===== src/rtl/inbus_rx_fifo_port_if.sv =====
// Input-bus read port and local producer push port
// for the inbus RX FIFO responder.
interface inbus_rx_fifo_port_if;
  logic [7:0] inbus_addr;
  logic       inbus_re;
  logic [7:0] inbus_data;
  logic [7:0] wr_data;
  logic       wr_en;
  logic       wr_full;

  modport master (
    output inbus_addr,
    output inbus_re,
    output wr_data,
    output wr_en,
    input  inbus_data,
    input  wr_full
  );

  modport slave (
    input  inbus_addr,
    input  inbus_re,
    input  wr_data,
    input  wr_en,
    output inbus_data,
    output wr_full
  );
endinterface


===== src/rtl/inbus_rx_fifo_port.sv =====
// Byte FIFO responder on the 8-bit input bus:
// RXDATA pop, STATUS snapshot, FLAGS read-to-clear.
module inbus_rx_fifo_port #(
  parameter logic [7:0] BASE_ADDR  = 8'h10,
  parameter int         DEPTH_LOG2 = 3
) (
  input logic                 clk,
  input logic                 reset,
  inbus_rx_fifo_port_if.slave bus
);

  localparam int         DEPTH_N = 1 << DEPTH_LOG2;
  localparam logic [3:0] DEPTH   = 4'(DEPTH_N);
  localparam logic [7:0] ST_ADDR = BASE_ADDR + 8'd1;
  localparam logic [7:0] FL_ADDR = BASE_ADDR + 8'd2;

  typedef enum logic {
    PH_ADDR = 1'b0,
    PH_DATA = 1'b1
  } phase_e;

  phase_e phase_q, phase_d;

  logic [DEPTH_LOG2-1:0] rd_ptr_q, rd_ptr_d;
  logic [DEPTH_LOG2-1:0] wr_ptr_q, wr_ptr_d;
  logic [3:0]            count_q, count_d;
  logic                  ovf_q, ovf_d;
  logic                  udf_q, udf_d;
  logic [7:0]            rdata_q, rdata_d;
  logic [7:0]            mem_q [DEPTH_N];

  logic rd_act, hit_rx, hit_st, hit_fl;
  logic empty, full;
  logic pop, push, udf_set, ovf_set;

  always_ff @(posedge clk) begin
    if (reset) phase_q <= PH_ADDR;
    else       phase_q <= phase_d;
  end

  always_comb begin
    phase_d = PH_ADDR;
    if (bus.inbus_re && phase_q == PH_ADDR)
      phase_d = PH_DATA;
  end

  assign bus.inbus_data =
    (phase_q == PH_DATA) ? rdata_q : 8'h00;
  assign bus.wr_full = full;

  assign rd_act = bus.inbus_re && (phase_q == PH_ADDR);
  assign hit_rx = rd_act && (bus.inbus_addr == BASE_ADDR);
  assign hit_st = rd_act && (bus.inbus_addr == ST_ADDR);
  assign hit_fl = rd_act && (bus.inbus_addr == FL_ADDR);

  assign empty   = (count_q == 4'd0);
  assign full    = (count_q == DEPTH);
  assign pop     = hit_rx && !empty;
  assign udf_set = hit_rx && empty;
  // A pop on the same edge frees a slot for a push into a full FIFO
  assign push    = bus.wr_en && (!full || pop);
  assign ovf_set = bus.wr_en && full && !pop;

  always_comb begin
    rdata_d = 8'h00;
    unique case (1'b1)
      hit_rx:  rdata_d = empty ? 8'h00 : mem_q[rd_ptr_q];
      hit_st:  rdata_d = {ovf_q, udf_q, full, empty, count_q};
      hit_fl:  rdata_d = {6'b0, udf_q, ovf_q};
      default: rdata_d = 8'h00;
    endcase
  end

  always_comb begin
    rd_ptr_d = rd_ptr_q + DEPTH_LOG2'(pop);
    wr_ptr_d = wr_ptr_q + DEPTH_LOG2'(push);
    count_d  = count_q + 4'(push) - 4'(pop);
    ovf_d    = ovf_set | (ovf_q & ~hit_fl);
    udf_d    = udf_set | (udf_q & ~hit_fl);
  end

  always_ff @(posedge clk) begin
    if (reset) begin
      rd_ptr_q <= '0;
      wr_ptr_q <= '0;
      count_q  <= 4'd0;
      ovf_q    <= 1'b0;
      udf_q    <= 1'b0;
      rdata_q  <= 8'h00;
    end else begin
      rd_ptr_q <= rd_ptr_d;
      wr_ptr_q <= wr_ptr_d;
      count_q  <= count_d;
      ovf_q    <= ovf_d;
      udf_q    <= udf_d;
      rdata_q  <= rdata_d;
    end
  end

  always_ff @(posedge clk) begin
    if (!reset && push)
      mem_q[wr_ptr_q] <= bus.wr_data;
  end

endmodule


===== src/flat_wrapper.sv =====
// flat-port wrapper written by rule: the top's interface ports become plain ports
module inbus_rx_fifo_port_flat 
#(
  parameter logic [7:0] BASE_ADDR  = 8'h10,
  parameter int         DEPTH_LOG2 = 3
)
  (clk, reset, bus_inbus_addr, bus_inbus_re, bus_wr_data, bus_wr_en, bus_inbus_data, bus_wr_full);
  inbus_rx_fifo_port_if bus_i ();
  input logic clk;
  input logic reset;
  input wire logic [$bits(bus_i.inbus_addr)-1:0] bus_inbus_addr;
  input wire logic [$bits(bus_i.inbus_re)-1:0] bus_inbus_re;
  input wire logic [$bits(bus_i.wr_data)-1:0] bus_wr_data;
  input wire logic [$bits(bus_i.wr_en)-1:0] bus_wr_en;
  output wire logic [$bits(bus_i.inbus_data)-1:0] bus_inbus_data;
  output wire logic [$bits(bus_i.wr_full)-1:0] bus_wr_full;
  assign bus_i.inbus_addr = bus_inbus_addr;
  assign bus_i.inbus_re = bus_inbus_re;
  assign bus_i.wr_data = bus_wr_data;
  assign bus_i.wr_en = bus_wr_en;
  assign bus_inbus_data = bus_i.inbus_data;
  assign bus_wr_full = bus_i.wr_full;
  inbus_rx_fifo_port #(.BASE_ADDR(BASE_ADDR), .DEPTH_LOG2(DEPTH_LOG2)) u_core (.clk(clk), .reset(reset), .bus(bus_i));
endmodule

===== config.mk =====
export PLATFORM = sky130hd
export DESIGN_NAME = inbus_rx_fifo_port_flat
export DESIGN_NICKNAME = d
export VERILOG_FILES = /design/src/rtl/inbus_rx_fifo_port_if.sv /design/src/rtl/inbus_rx_fifo_port.sv /design/src/flat_wrapper.sv
export SDC_FILE = /design/constraint.sdc
export NUM_CORES = 1
export LEC_CHECK = 0
export BUFFER_PORTS_ARGS = -buffer_cell sky130_fd_sc_hd__buf_2
export CELL_PAD_IN_SITES_DETAIL_PLACEMENT = 1
export CELL_PAD_IN_SITES_GLOBAL_PLACEMENT = 2
export CORE_MARGIN = 5
export CORE_UTILIZATION = 27
export DETAILED_ROUTE_END_ITERATION = 10
export GPL_TIMING_DRIVEN = 0
export PLACE_DENSITY_LB_ADDON = 0.1
export SETUP_SLACK_MARGIN = 0.05
export SLEW_MARGIN = 20
export SYNTH_ARGS = -nofsm -noshare
export SYNTH_HDL_FRONTEND = slang
export SYNTH_SLANG_ARGS = --single-unit

===== constraint.sdc =====
create_clock -name clk -period 3.7 [get_ports clk]
set_clock_uncertainty 0.05 [all_clocks]
set_input_delay 1.11 -clock clk [delete_from_list [all_inputs] [get_ports clk]]
set_output_delay 1.11 -clock clk [all_outputs]
set_load 0.01 [all_outputs]

== Word level (Yosys, flattened, before mapping) ==
Memories as Yosys holds them, arrays and structs flattened. A register that Yosys moved wholly into a read port is not among the register bits.
Cells that the tools add are included.
Cells by class
  $add $sub $neg: 4
  equality and inequality tests: 4
  multiplexer cells: 7
  bitwise gates (word level): 6
  reduce and logical (&&, ||, !) cells: 16
Operator list (number)
  == test 8 x 5 -> 1 bit (second input constant): 3
  one-hot mux 8 bit (3 select lines): 1
  2-to-1 mux 8 bit: 2
  logical AND 1 bit: 10
  adder 3 x 1 -> 3 bit: 2
  adder 4 x 1 -> 4 bit: 1
  == test 4 bit (second input constant): 1
  zero test 1 bit: 4
  zero test 4 bit: 1
  subtractor 4 x 1 -> 4 bit: 1
  2-to-1 mux 1 bit: 3
  2-to-1 mux 3 bit: 1
  AND 1 bit: 2
  inverter 1 bit: 2
  OR 1 bit: 2
  logical OR 1 bit: 1
Word-level totals
  register bits after elaboration: 21
  memory bits (writable): 64
  bits of input ports: 20
  output and inout port bits: 9
  word-level logic and storage cells: 45
  memories: 1
Memories
  u_core.mem_q: words 8, width 8, read ports 1, clocked after Yosys merged registers in 1, wr ports 1, line inbus_rx_fifo_port.sv:30  | logic [7:0] mem_q [DEPTH_N];

== Depth between registers and ports, before layout ==
  depth after elaboration: 9
  mapped depth: 11
  depth with buffers taken out: 11

== Least setup slack after synthesis ==
Ideal clock, no wire load.
  kind: input to register
  start point: in bus_inbus_addr[2]
  end point: reg u_core.count_q[2]
  library setup time: 130 ps
  data arrival time: 3291 ps
  required time: 3520 ps
  path slack: 229 ps
  cell stages on the path: 10
  path buffers: 0
  path through: or4b_1 > nor3_1 > nor3b_1 > ha_1 > inv_1 > ha_1 > inv_1 > fa_1 > xor2_1 > nor2_1
On the way
  longest elaborated chain between the ends: 7
RTL lines
  start: declaration: line flat_wrapper.sv:11  | input wire logic [$bits(bus_i.inbus_addr)-1:0] bus_inbus_addr;
  == test 8 x 5 -> 1 bit *: line inbus_rx_fifo_port.sv:52  | assign hit_rx = rd_act && (bus.inbus_addr == BASE_ADDR);
  logical AND 1 bit *: line inbus_rx_fifo_port.sv:52
  logical AND 1 bit *: line inbus_rx_fifo_port.sv:58  | assign pop = hit_rx && !empty;
  logical OR 1 bit: line inbus_rx_fifo_port.sv:61  | assign push = bus.wr_en && (!full || pop);
  logical AND 1 bit: line inbus_rx_fifo_port.sv:61
  adder 4 x 1 -> 4 bit: line inbus_rx_fifo_port.sv:77  | count_d = count_q + 4'(push) - 4'(pop);
  subtractor 4 x 1 -> 4 bit *: line inbus_rx_fifo_port.sv:77
  end signal: assignment: line inbus_rx_fifo_port.sv:93  | count_q <= count_d;
  end: declaration: line inbus_rx_fifo_port.sv:26  | logic [3:0] count_q, count_d;
Every way passes the cells marked *; elsewhere a longest branch is shown, timed or not.
A chain may end at the register's enable or synchronous reset.

== Worst setup path after layout ==
  start point: in bus_inbus_addr[2]
  end point: mem u_core.mem_q[7][3], enable pin
On the way
  longest elaborated chain between the ends: 8
RTL lines
  == test 8 x 5 -> 1 bit: line inbus_rx_fifo_port.sv:52
  logical AND 1 bit: line inbus_rx_fifo_port.sv:52
  logical AND 1 bit: line inbus_rx_fifo_port.sv:58
  logical OR 1 bit: line inbus_rx_fifo_port.sv:61
  logical AND 1 bit: line inbus_rx_fifo_port.sv:61
  logical AND 1 bit: line inbus_rx_fifo_port.sv:101  | if (!reset && push)
  2-to-1 mux 1 bit: line inbus_rx_fifo_port.sv:101
  2-to-1 mux 1 bit (implied by the code): line inbus_rx_fifo_port.sv:102  | mem_q[wr_ptr_q] <= bus.wr_data;
  end: declaration: line inbus_rx_fifo_port.sv:30
Every way passes these cells.

==> impl_metrics.env <==
export IMPL_clk_path_buf_depth=2
export IMPL_slew_headroom_pct=31.26
export IMPL_dp_hpwl_um=5475
export IMPL_r2r_start="u_core.phase_q"
export IMPL_cp_data_arrival_time_ps=3470
export IMPL_gp_congestion=0.6686
export IMPL_place_ws_ps=-364.8
export IMPL_io_pins=29
export IMPL_r2r_end="u_core.mem_q[7][3]"
export IMPL_cts_resized=1
export IMPL_fin_crit_sh_pct=96.45
export IMPL_path_depth=5
export IMPL_yosysTopAreaCellShare_pct=55.01
export IMPL_startpoint="bus_inbus_addr[2]"
export IMPL_grt_max_degree=14
export IMPL_wl_um=7936
export IMPL_drive_gt1_share_pct=32.54
export IMPL_syn_area_per_cell_sq_um=16.88
export IMPL_final_hold_viol_count=0
export IMPL_final_common_cell="edfxtp_1"
export IMPL_p_leak_nw=1.393
export IMPL_p_total_mw=2.184
export IMPL_power_density_nw_per_um2=521.2
export IMPL_grt_overflow=0
export IMPL_row_count=41
export IMPL_drt_antenna_violating_nets=0
export IMPL_die_h_um=123.7
export IMPL_cap_violations=0
export IMPL_synth_edff_count=64
export IMPL_syn_instance_count=207
export IMPL_critPathSlowestCell="nor2_1"
export IMPL_area_growth_pct=19.95
export IMPL_worstHoldPathType="reg -> reg"
export IMPL_path_delay_family="simple AND/OR/NAND/NOR gates"
export IMPL_die_area_sq_um=15310
export IMPL_r2r_setup_slack_ps=680
export IMPL_clkSlewWorstSetupHoldPaths_ps=60
export IMPL_worstMarginPinSlew_ps=1027
export IMPL_synth_seq_cells=85
export IMPL_mappedNetlistArea_sq_um=3493
export IMPL_initial_core_util_pct=27.57
export IMPL_final_util_pct=33.07
export IMPL_drt_iter0_markers=100
export IMPL_synth_nets=238
export IMPL_grt_pass1_vias=1892
export IMPL_crit_type="in -> reg"
export IMPL_rr_worst_depth=4
export IMPL_postCtsSetupBuffers=0
export IMPL_setup_worst_path_start_class="primary input"
export IMPL_holdBufCountCts=0
export IMPL_final_cells=424
export IMPL_whs_ps=441.6
export IMPL_endpoint="u_core.mem_q[7][3]"
export IMPL_dp_cells=409
export IMPL_crit_required_ps=3610
export IMPL_vias=1828
export IMPL_synth_ff_type="edfxtp_1"
export IMPL_path_cells="buf_2, or4b_1, o41ai_2, nand3_1, nor2_1"
export IMPL_ys_seq_area_share_pct=67.05
export IMPL_ys_warn_count=0
export IMPL_synthTopCellsByArea="edfxtp_1 55%, dfxtp_1 12%, mux4_2 10%"
export IMPL_crit_path_end_kind="flop"
export IMPL_min_period_ps=3569
export IMPL_critical_path_max_fanout=8
export IMPL_async_reset_ff_share_pct=0
export IMPL_cpPeakStageDelay_ps=860
export IMPL_antenna_found_initial=0
export IMPL_grt_usage_pct=11.21
export IMPL_max_freq_mhz=280.2
export IMPL_setup_ws_ps=131.4
export IMPL_port_buffers=28
export IMPL_grt_pass1_wl_um=11780
export IMPL_outcome="finished clean"
export IMPL_cts_tree="built"
export IMPL_post_drt_wl_per_cell_um=18.72
export IMPL_numCtsBuffers=9
export IMPL_holdPathStages=1
export IMPL_worst_path_buf_inv=1
export IMPL_htree_levels=3
export IMPL_layout_common_cells="64 x edfxtp_1, 29 x buf_2, 21 x dfxtp_1"
export IMPL_clock_latency_ps=340
export IMPL_drc=0
export IMPL_die_width_um=123.7
export IMPL_drtPass1Iterations=4
export IMPL_cts_num_sinks=85
export IMPL_core_area_sq_um=12670
export IMPL_cts_root_buf="clkbuf_16"
export IMPL_final_setup_viol_count=0
export IMPL_nets=279
export IMPL_rsz0062_at_grt="true"
export IMPL_slew_violations=0
export IMPL_synth_top_area_cell="edfxtp_1"
export IMPL_ir_drop_mv=0.3264
export IMPL_ys_types=37
export IMPL_via_per_inst=4.311
export IMPL_num_antenna_cells=0
==> synthesized netlist by cell type (3+ instances only) <==
cell type and number:
edfxtp_1 64, dfxtp_1 21, mux4_2 16, nor2_1 13, ha_1 10, and2_1 9, mux2_2 8, inv_1 7
nor2b_1 7, a22o_1 6, clkbuf_1 5, a21oi_1 4, nor3b_1 4, nand2_1 3, nand3b_1 3, xnor2_1 3
==> sequential cells by signal, summed over array words and instances (netlist names) <==
register / flops
u_core.rdata_q: 8
u_core.rd_ptr_q: 3
u_core.phase_q: 1
u_core.mem_q: 64
u_core.count_q: 4
u_core.wr_ptr_q: 3
u_core.udf_q: 1
u_core.ovf_q: 1
==> cell type report <==
class | count | area (sq um)
buffer | 7 | 27.53
clock buffer | 10 | 229.0
clock inverter | 5 | 52.55
fill | 1327 | 8481
inverter | 7 | 26.28
multi-input combinational | 108 | 1135
sequential | 85 | 2342
tap | 172 | 215.2
timing repair buffer | 30 | 162.7
==> where the power goes <==
part / switching (mW) / total [mW] / internal (mW)
combinational: 0.130 / 0.227 / 0.0972
clock: 0.346 / 0.860 / 0.514
sequential: 0.0304 / 1.10 / 1.07
total: 0.507 / 2.18 / 1.68
==> worst register-to-register path, stage by stage (launching register included) <==
cell     delay [ps]
dfxtp_1         370
or4b_4          600
o41ai_2         480
nand3_1         280
nor2_1          860
==> routing by layer <==
layer	vias up	routed length [um]	track usage, %
met5	-	0	0
met3	6	336	4.178
met2	35	3858	18.28
met1	912	3656	14.08
li1	875	-	-
met4	0	85	2.907
==> cell families (layout without fill, tap and decap cells) <==
logic type / count (synthesis) / after routing / share of synthesized area (%)
flops: 85 / 85 / 67.05
simple gates: 53 / 53 / 9.814
mux: 24 / 24 / 12.89
compound gates: 16 / 16 / 3.546
buf+inv: 14 / 59 / 1.540
fa+ha+maj: 11 / 11 / 4.155
xor+xnor: 4 / 4 / 1.003
==> through the flow <==
step / TNS [ps] / instance area, sq um
2_1_floorplan: 0 / 3493
3_3_place_gp: -21890 / 3849
4_1_cts: 0 / 4175
6_report: 0 / 4190
3_5_place_dp: -15610 / 3889
5_1_grt: -315.0 / 4190
==> worst min path at each step <==
stage | startpoint | end | slack, ps
after floorplan | u_core.count_q[2] | u_core.rdata_q[2] | 400
after global placement | u_core.count_q[2] | u_core.rdata_q[2] | 440
after detailed placement | u_core.count_q[2] | u_core.rdata_q[2] | 440
after CTS | u_core.count_q[2] | u_core.rdata_q[2] | 460
after global routing | u_core.count_q[2] | u_core.rdata_q[2] | 490
final | u_core.count_q[2] | u_core.rdata_q[2] | 440
No activity file was read; power rests on OpenSTA's default activity.
